### config.mk
export PLATFORM = sky130hd
export DESIGN_NAME = bus_master_ctrl_flat
export DESIGN_NICKNAME = d
export VERILOG_FILES = /design/src/rtl/bus_pkg.sv /design/src/rtl/bus_master_ctrl_if.sv /design/src/rtl/bm_beat_cnt.sv /design/src/rtl/bus_master_ctrl.sv /design/src/flat_wrapper.sv
export SDC_FILE = /design/constraint.sdc
export NUM_CORES = 1
export LEC_CHECK = 0
export CORE_MARGIN = 8
export CORE_UTILIZATION = 40
export CTS_CLUSTER_DIAMETER = 150
export DETAILED_ROUTE_END_ITERATION = 16
export MAX_ROUTING_LAYER = met4
export PLACE_DENSITY = 0.82
export SLEW_MARGIN = 0
export SYNTH_ARGS = -nofsm -noshare
export SYNTH_HDL_FRONTEND = slang
export SYNTH_SLANG_ARGS = --single-unit
### constraint.sdc
create_clock -name clk -period 3.4 [get_ports clk]
set_input_delay 0.68 -clock clk [delete_from_list [all_inputs] [get_ports clk]]
set_output_delay 0.68 -clock clk [all_outputs]
set_load 0.005 [all_outputs]
### src/rtl/bus_pkg.sv
// -----------------------------------------------------------------------------
// bus_pkg
// Shared definitions for the bus master controller, arbiter and bus mux.
//   - bm_state_t : master FSM state encoding (IDLE=0, REQ=1, XFER=2, DONE=3)
//   - ADDR_W_DEF / DATA_W_DEF / LEN_W_DEF : default bus field widths
// -----------------------------------------------------------------------------
package bus_pkg;

   localparam int ADDR_W_DEF = 8;
   localparam int DATA_W_DEF = 32;
   localparam int LEN_W_DEF  = 4;

   typedef enum logic [1:0] {
      IDLE = 2'd0,
      REQ  = 2'd1,
      XFER = 2'd2,
      DONE = 2'd3
   } bm_state_t;

endpackage

### src/rtl/bus_master_ctrl_if.sv
// -----------------------------------------------------------------------------
// bus_master_ctrl_if
// Command handshake plus arbitrated bus signals of one bus master.
//   modport master : the controller (takes commands, drives the bus)
//   modport slave  : the command source / arbiter / memory side
// Signals: cmd_valid/cmd_ready/cmd_wr/cmd_addr/cmd_len/cmd_wdata,
//          M_req/M_grant/M_addr/M_wr/M_dout/M_din, rd_valid/rd_data, done.
// -----------------------------------------------------------------------------
interface bus_master_ctrl_if
   import bus_pkg::*;
#(
   parameter int ADDR_W = ADDR_W_DEF,
   parameter int DATA_W = DATA_W_DEF,
   parameter int LEN_W  = LEN_W_DEF
);

   logic              cmd_valid;
   logic              cmd_ready;
   logic              cmd_wr;
   logic [ADDR_W-1:0] cmd_addr;
   logic [LEN_W-1:0]  cmd_len;
   logic [DATA_W-1:0] cmd_wdata;

   logic              M_req;
   logic              M_grant;
   logic [ADDR_W-1:0] M_addr;
   logic              M_wr;
   logic [DATA_W-1:0] M_dout;
   logic [DATA_W-1:0] M_din;

   logic              rd_valid;
   logic [DATA_W-1:0] rd_data;
   logic              done;

   modport master (
      input  cmd_valid, cmd_wr, cmd_addr, cmd_len, cmd_wdata, M_grant, M_din,
      output cmd_ready, M_req, M_addr, M_wr, M_dout, rd_valid, rd_data, done
   );

   modport slave (
      output cmd_valid, cmd_wr, cmd_addr, cmd_len, cmd_wdata, M_grant, M_din,
      input  cmd_ready, M_req, M_addr, M_wr, M_dout, rd_valid, rd_data, done
   );

endinterface

### src/rtl/bm_beat_cnt.sv
// -----------------------------------------------------------------------------
// bm_beat_cnt
// Beat index of the current burst.
//   clk, reset_n : clock, asynchronous active-low reset
//   clr          : return index to 0 (command accept)
//   inc          : advance to next beat (held when neither clr nor inc)
//   len          : latched burst length minus 1
//   idx          : current beat index
//   last         : idx == len, i.e. the current beat is the final one
// -----------------------------------------------------------------------------
module bm_beat_cnt #(
   parameter int LEN_W = 4
) (
   input  logic             clk,
   input  logic             reset_n,
   input  logic             clr,
   input  logic             inc,
   input  logic [LEN_W-1:0] len,
   output logic [LEN_W-1:0] idx,
   output logic             last
);

   always_ff @(posedge clk or negedge reset_n) begin
      // NOTE: sequential state uses non-blocking (<=) so every flop samples pre-edge values.
      if (!reset_n)
         idx <= '0;
      else if (clr)
         idx <= '0;
      else if (inc)
         idx <= idx + LEN_W'(1);
   end

   assign last = (idx == len);

endmodule

### src/rtl/bus_master_ctrl.sv
// -----------------------------------------------------------------------------
// bus_master_ctrl
// Accepts one burst command at a time, requests the bus, issues cmd_len+1
// beats (address base+i, write data seed+i) while granted, returns read data
// one cycle after each read beat, and pulses done when the burst completes.
// A lost grant mid-burst re-enters REQ and resumes from the same beat.
//   clk, reset_n : clock, asynchronous active-low reset
//   bus          : bus_master_ctrl_if.master (command handshake + bus)
//   csum         : running sum of returned read data for the current burst,
//                  present only when BUS_MASTER_CSUM_EN is defined
// -----------------------------------------------------------------------------
module bus_master_ctrl
   import bus_pkg::*;
#(
   parameter int ADDR_W = ADDR_W_DEF,
   parameter int DATA_W = DATA_W_DEF,
   parameter int LEN_W  = LEN_W_DEF
) (
   input  logic              clk,
   input  logic              reset_n,
`ifdef BUS_MASTER_CSUM_EN
   output logic [DATA_W-1:0] csum,
`endif
   bus_master_ctrl_if.master bus
);

   bm_state_t         state, state_nxt;
   logic              accept;
   logic              beat;
   logic              cnt_clr;
   logic              cnt_inc;
   logic              last;
   logic [LEN_W-1:0]  idx;

   logic              wr_q;
   logic [ADDR_W-1:0] base_q;
   logic [LEN_W-1:0]  len_q;
   logic [DATA_W-1:0] seed_q;
   logic              rd_pend_q;   // a read beat happened last cycle
   logic [DATA_W-1:0] rd_data_w;

   // ---------------- state register ----------------
   always_ff @(posedge clk or negedge reset_n) begin
      if (!reset_n)
         state <= IDLE;
      else
         state <= state_nxt;
   end

   // ---------------- next state / control ----------------
   always_comb begin
      // NOTE: every signal gets a default before the case so no path leaves one unassigned (no latches).
      state_nxt = state;
      accept    = 1'b0;
      beat      = 1'b0;
      cnt_clr   = 1'b0;
      cnt_inc   = 1'b0;
      case (state)
         IDLE: begin
            if (bus.cmd_valid) begin
               accept    = 1'b1;
               cnt_clr   = 1'b1;
               state_nxt = REQ;
            end
         end
         // A grant already high on entry still costs one REQ cycle (arbiter park).
         REQ: begin
            if (bus.M_grant)
               state_nxt = XFER;
         end
         XFER: begin
            if (bus.M_grant) begin
               beat = 1'b1;
               if (last)
                  state_nxt = DONE;
               else
                  cnt_inc = 1'b1;
            end else begin
               // Lost grant: index is held and the burst resumes after re-grant.
               state_nxt = REQ;
            end
         end
         DONE:    state_nxt = IDLE;
         default: state_nxt = IDLE;
      endcase
   end

   // ---------------- beat index ----------------
   bm_beat_cnt #(
      .LEN_W (LEN_W)
   ) u_beat_cnt (
      .clk     (clk),
      .reset_n (reset_n),
      .clr     (cnt_clr),
      .inc     (cnt_inc),
      .len     (len_q),
      .idx     (idx),
      .last    (last)
   );

   // ---------------- command latch and read-return flag ----------------
   always_ff @(posedge clk or negedge reset_n) begin
      // NOTE: the command registers are reset as well, so a reset mid-burst leaves no stale command behind.
      if (!reset_n) begin
         wr_q      <= 1'b0;
         base_q    <= '0;
         len_q     <= '0;
         seed_q    <= '0;
         rd_pend_q <= 1'b0;
      end else begin
         if (accept) begin
            wr_q   <= bus.cmd_wr;
            base_q <= bus.cmd_addr;
            len_q  <= bus.cmd_len;
            seed_q <= bus.cmd_wdata;
         end
         rd_pend_q <= beat && !wr_q;
      end
   end

   // Read data arrives on M_din the cycle after the beat and is passed straight
   // through under rd_valid, so the last return lines up with done.
   assign rd_data_w = rd_pend_q ? bus.M_din : '0;

   // ---------------- outputs ----------------
   assign bus.cmd_ready = (state == IDLE);
   assign bus.M_req     = (state == REQ) || (state == XFER);
   assign bus.M_wr      = beat && wr_q;
   assign bus.M_addr    = beat ? (base_q + ADDR_W'(idx)) : '0;
   assign bus.M_dout    = (beat && wr_q) ? (seed_q + DATA_W'(idx)) : '0;
   assign bus.done      = (state == DONE);
   assign bus.rd_valid  = rd_pend_q;
   assign bus.rd_data   = rd_data_w;

`ifdef BUS_MASTER_CSUM_EN
   // The accumulator lags rd_data by one cycle; adding the current (gated)
   // return makes csum complete in the done cycle and stable afterwards.
   logic [DATA_W-1:0] csum_q;

   always_ff @(posedge clk or negedge reset_n) begin
      if (!reset_n)
         csum_q <= '0;
      else if (accept)
         csum_q <= '0;
      else if (rd_pend_q)
         csum_q <= csum_q + rd_data_w;
   end

   assign csum = csum_q + rd_data_w;
`endif

endmodule

### src/flat_wrapper.sv
// flat-port wrapper written by rule: the top's interface ports become plain ports
module bus_master_ctrl_flat import bus_pkg::*;
#(
   parameter int ADDR_W = ADDR_W_DEF,
   parameter int DATA_W = DATA_W_DEF,
   parameter int LEN_W  = LEN_W_DEF
)
  (clk, reset_n, bus_cmd_valid, bus_cmd_wr, bus_cmd_addr, bus_cmd_len, bus_cmd_wdata, bus_M_grant, bus_M_din, bus_cmd_ready, bus_M_req, bus_M_addr, bus_M_wr, bus_M_dout, bus_rd_valid, bus_rd_data, bus_done);
  bus_master_ctrl_if #(.ADDR_W(ADDR_W), .DATA_W(DATA_W), .LEN_W(LEN_W)) bus_i ();
  input  logic clk;
  input  logic reset_n;
  input wire logic [$bits(bus_i.cmd_valid)-1:0] bus_cmd_valid;
  input wire logic [$bits(bus_i.cmd_wr)-1:0] bus_cmd_wr;
  input wire logic [$bits(bus_i.cmd_addr)-1:0] bus_cmd_addr;
  input wire logic [$bits(bus_i.cmd_len)-1:0] bus_cmd_len;
  input wire logic [$bits(bus_i.cmd_wdata)-1:0] bus_cmd_wdata;
  input wire logic [$bits(bus_i.M_grant)-1:0] bus_M_grant;
  input wire logic [$bits(bus_i.M_din)-1:0] bus_M_din;
  output wire logic [$bits(bus_i.cmd_ready)-1:0] bus_cmd_ready;
  output wire logic [$bits(bus_i.M_req)-1:0] bus_M_req;
  output wire logic [$bits(bus_i.M_addr)-1:0] bus_M_addr;
  output wire logic [$bits(bus_i.M_wr)-1:0] bus_M_wr;
  output wire logic [$bits(bus_i.M_dout)-1:0] bus_M_dout;
  output wire logic [$bits(bus_i.rd_valid)-1:0] bus_rd_valid;
  output wire logic [$bits(bus_i.rd_data)-1:0] bus_rd_data;
  output wire logic [$bits(bus_i.done)-1:0] bus_done;
  assign bus_i.cmd_valid = bus_cmd_valid;
  assign bus_i.cmd_wr = bus_cmd_wr;
  assign bus_i.cmd_addr = bus_cmd_addr;
  assign bus_i.cmd_len = bus_cmd_len;
  assign bus_i.cmd_wdata = bus_cmd_wdata;
  assign bus_i.M_grant = bus_M_grant;
  assign bus_i.M_din = bus_M_din;
  assign bus_cmd_ready = bus_i.cmd_ready;
  assign bus_M_req = bus_i.M_req;
  assign bus_M_addr = bus_i.M_addr;
  assign bus_M_wr = bus_i.M_wr;
  assign bus_M_dout = bus_i.M_dout;
  assign bus_rd_valid = bus_i.rd_valid;
  assign bus_rd_data = bus_i.rd_data;
  assign bus_done = bus_i.done;
  bus_master_ctrl #(.ADDR_W(ADDR_W), .DATA_W(DATA_W), .LEN_W(LEN_W)) u_core (.clk(clk), .reset_n(reset_n), .bus(bus_i));
endmodule
# After elaboration in Yosys (flattened, before gate mapping)
# Cells that the tools add are included.
# classes
mux	17
eq_ne	7
reduce_logical	7
add_sub_neg	3
# ops
cell	count
$mux 32	2
$add 32x4->32	1
$add 8x4->8	1
$mux 2	4
$mux 4	2
$mux 8	1
$pmux 2 s4	1
$mux 1	7
$add 4x1->4 const B	1
$eq 2x2->1 const B	2
$eq 4x4->1	1
$ne 2x2->1 const B	2
$ne 3x2->1 const B	1
$reduce_and 3->1	1
$eq 2x1->1 const B	1
$logic_and 1x1->1	2
$logic_not 2->1	1
$reduce_bool 2->1	1
$logic_not 1->1	1
$logic_or 1x1->1	1
# totals
regBits	52
wordCells	41
output_inout_bits	77

# Logic depth before layout (Yosys ltp)
# logic_depth
ltp_word	6
ltp_mapped	9

# Cells and area by module
# From an unflattened synthesis, not the netlist that was laid out.
# hier_totals
hier_cells	346
area_unflattened_um2	3382.0
# by_module_without_submodules
module	instances	area_per_inst_um2	cells_per_inst
bus_master_ctrl	1	3148.0	325
bm_beat_cnt	1	234.0	21

# Worst setup path before layout
# No wires, ideal clock.
# synth_path
path_kind	register to output
from	reg u_core.u_beat_cnt.idx[0]
to	out bus_M_dout[10]
required_time_ns	2.720
path_stages_with_launch	10
arrival_time_ns	2.200
slack_ns	0.520
n_path_buf	1
path_cell_list	dfrtp_1 ha_1 inv_1 fa_1 nand2b_1 a21o_1 clkbuf_1 or3_1 xor2_1 nor2_1
# synth_between
elab_chain_len	2
# synth_rtl
element	line	source
start: declaration	bm_beat_cnt.sv:19	output logic [LEN_W-1:0] idx,
start signal: assignment	bm_beat_cnt.sv:30	idx <= idx + LEN_W'(1);
$add 32x4->32	bus_master_ctrl.sv:130	assign bus.M_dout = (beat && wr_q) ? (seed_q + DATA_W'(idx)) : '0;
$mux 32	bus_master_ctrl.sv:130	
end: declaration	flat_wrapper.sv:23	output wire logic [$bits(bus_i.M_dout)-1:0] bus_M_dout;
# No other way between the ends.

# Worst setup path in the final report
# layout_path
from	reg u_core.u_beat_cnt.idx[0]
to	out bus_M_addr[7]
# layout_between
elab_chain_len	2
# layout_rtl
element	line	source
$add 8x4->8	bus_master_ctrl.sv:129	assign bus.M_addr = beat ? (base_q + ADDR_W'(idx)) : '0;
$mux 8	bus_master_ctrl.sv:129	
end: declaration	flat_wrapper.sv:21	output wire logic [$bits(bus_i.M_addr)-1:0] bus_M_addr;
# No other way between the ends.

==> impl_metrics.toml <==
[clock_tree]
cts_num_sinks = 52
clockBufferDepth = 2
cts_tree = "done"
cts-htree-levels = 2
cts_hold_buf = 0
cts-buffers-inserted = 5
clkLatencyLatePin_ns = 0.30
path_clk_slew_ns = 0.10
cts_root_buf = "clkbuf_8"

[floorplan]
dieWidth_um = 109
core-area_um2 = 8550
initial_utilization = 0.403
die-area_um2 = 11800
num_io_pins = 158
fp.dieH_um = 109
rows = 34

[sta]
min_period_ns = 3.32
worstMarginPinSlew_ns = 0.725
rsz0062_at_grt = "true"
fin_skew_ns = 0.0103
fmax_ghz = 0.301
setup_viol = 0
fin_crit_sh = 0.976
drv_slew = 0
tns_ns = 0
relSlewSlack = 0.516
hold_viol_final = 0
worst_slack_ns = 0.0805
hold_ws_ns = 0.425

[synth]
ys.flop_type = "dfrtp_1"
synth_top_family_by_area = "simple AND/OR/NAND/NOR gates"
synth_edf_count = 0
yosysUniqueCellTypes = 37
async_flop_share = 1.00
syn_area_um2 = 3450
synth_seq_area_share = 0.377
synthAdderAreaFrac = 0.0588
synth_nets = 446
synth_xor_area_frac = 0.0991
yosys.area_share.simple = 0.234
yosys_register_bits = 52
syn_avg_cell_area_um2 = 9.85
synth_warnings = 0
synth-compound-area-share = 0.0548
synthCells = 350
muxShareOfSynthArea = 0.147

[layout]
final_nets = 619
area_delta_synth_final_pct = 61.8
design_area_um2 = 5580
final_cell_count_no_fill = 633
drive_gt1_frac = 0.208
fillers = 655
mostFrequentLayoutCell = "clkdlybuf4s50_1"
mostFrequentLayoutCells = "clkdlybuf4s50_1, dfrtp_1, mux2_2, nor2_1, and2_1"

[worst_setup_path]
worstSetupPathType = "reg2out"
start_kind = "register"
slowest_delay_ns = 0.64
path_max_fanout = 5
arrival_ns = 2.64
crit_buf_inv = 3
path_delay_family = "simple AND/OR/NAND/NOR gates"
endpoint_kind = "primary output"
crit_chain = "buf_4 -> buf_4 -> ha_2 -> a21o_1 -> a21oi_2 -> nor2b_1 -> or4b_2 -> nand3_1 -> dlygate4sd2_1"
cp_slowest_cell = "or4b_2"
cpMostUsedCell = "buf_4"
crit_required_ns = 2.72

[power]
vdd_ir_drop_max_mv = 0.328
seqPwrFrac = 0.361
power-per-cell-area_nw_per_um2 = 631
p_leak_uw = 0.00248
p_int_uw = 2200
power_switching_uw = 1320
power_frac_comb = 0.511
swShare = 0.375
power_frac_clock = 0.128

[global_routing]
antenna_found_initial = 1
grt_pass1_vias = 3312
grt_start_max_net_pins = 34
overflow = 0
grt_usage = 0.184
grt_first_pass_wirelength_um = 17000

[drt]
routed_wl_um = 10800
drtIter0Drc = 111
drt-pass1-iter-count = 4
final_antenna_net_count = 0
drc = 0
viasPerCell = 5.11
wl_per_cell_um = 17.0
vias = 3235

[placement]
port_buffers = 157
dpl_worst_slack_ns = 0.0872
place_area_um2 = 5170
place.gp.congestion = 0.847
hpwl_um = 8550
placedCellCount = 611

[worst_hold_path]
hp-class = "in2async"

[flow_run]
cap_violations = 0

[outcome]
status = "finished, final reports clean"
==> area by class of cell <==
type / instances / area (um2) / share of cell area
multi-input combinational: 273 / 2200 / 0.394
timing repair buffer: 182 / 1780 / 0.320
sequential: 52 / 1300 / 0.234
tap: 108 / 135 / 0.0242
clock buffer: 6 / 82.6 / 0.0148
clock inverter: 2 / 38.8 / 0.00695
inverter: 9 / 33.8 / 0.00605
antenna: 1 / 2.50 / 0.000448
==> path summary, 6_finish.rpt <==
kind	start	end	slack, ns	cells after the start
max in group asynchronous	reset_n	u_core.u_beat_cnt.idx[2]	2.20	2
setup reg to reg	u_core.state[0]	u_core.u_beat_cnt.idx[3]	1.23	8
hold / removal	reset_n	u_core.seed_q[25]	0.42	1
hold reg to reg	u_core.wr_q	u_core.bus.rd_valid	0.47	1
min in group clk	u_core.wr_q	u_core.bus.rd_valid	0.47	1
setup / recovery	u_core.u_beat_cnt.idx[0]	bus_M_addr[7]	0.08	9
==> per-stage QoR <==
stage / power, uW / utilization
3_5_place_dp: 2930 / 0.605
2_1_floorplan: 2220 / -
6_report: 3520 / 0.653
3_3_place_gp: 2850 / 0.605
5_1_grt: 3780 / 0.653
4_1_cts: 3450 / 0.631
==> cells by family after synthesis <==
family,count (synthesis)
muxes,45
AOI/OAI and AO/OA,31
adders and majority gates,15
and+or+nand+nor,143
DFF,52
buffers and inverters,25
xor gates and xnor gates,39
==> layer usage <==
| layer | wire length [um] | GRT usage | up-vias |
|---|---|---|---|
| li1 | - | - | 1553 |
| met1 | 4470 | 0.215 | 1560 |
| met2 | 5630 | 0.320 | 108 |
| met3 | 526 | 0.0254 | 14 |
| met4 | 140 | 0.0577 | 0 |
| met5 | 0 | - | - |
==> power groups by stage <==
stage	logic [uW]	clock network (uW)	registers, uW
6_report	1800	450	1270
5_1_grt	1970	490	1320
4_1_cts	1730	461	1260
3_5_place_dp	1650	0	1280
3_3_place_gp	1610	0	1250
2_1_floorplan	1040	0	1180
==> repair_timing <==
item                                    4_1_cts  5_1_grt
gates resized for setup                      17       27
endpoints found under the setup margin       14       26
endpoints found under the hold margin         0        0
pin swaps                                     2        3
buffers inserted                              3       10
==> cells in the mapped netlist, drive strengths merged, types with 3 or more instances <==
master	count	area, um2
ha	13	163
nand3	12	65.1
nor2	41	154
nor3	4	20.0
a211oi	3	22.5
xnor2	21	184
o21ai	7	35.0
nor4b	4	41.3
or3	3	18.8
dfrtp	52	1300
a21o	4	30.0
mux2	45	507
nand2	15	56.3
clkbuf	15	56.3
and2	34	213
nand4	11	68.8
xor2	18	158
a21oi	12	60.1
nor4	9	96.3
and3	4	25.0
inv	9	33.8
==> sequential cells by signal, summed over array words and instances, names as in the netlist <==
register               flops
u_core.bus.rd_valid        1
u_core.base_q              8
u_core.wr_q                1
u_core.state               2
u_core.seed_q             32
u_core.len_q               4
u_core.u_beat_cnt.idx      4
(Power assumes the default switching activity.)
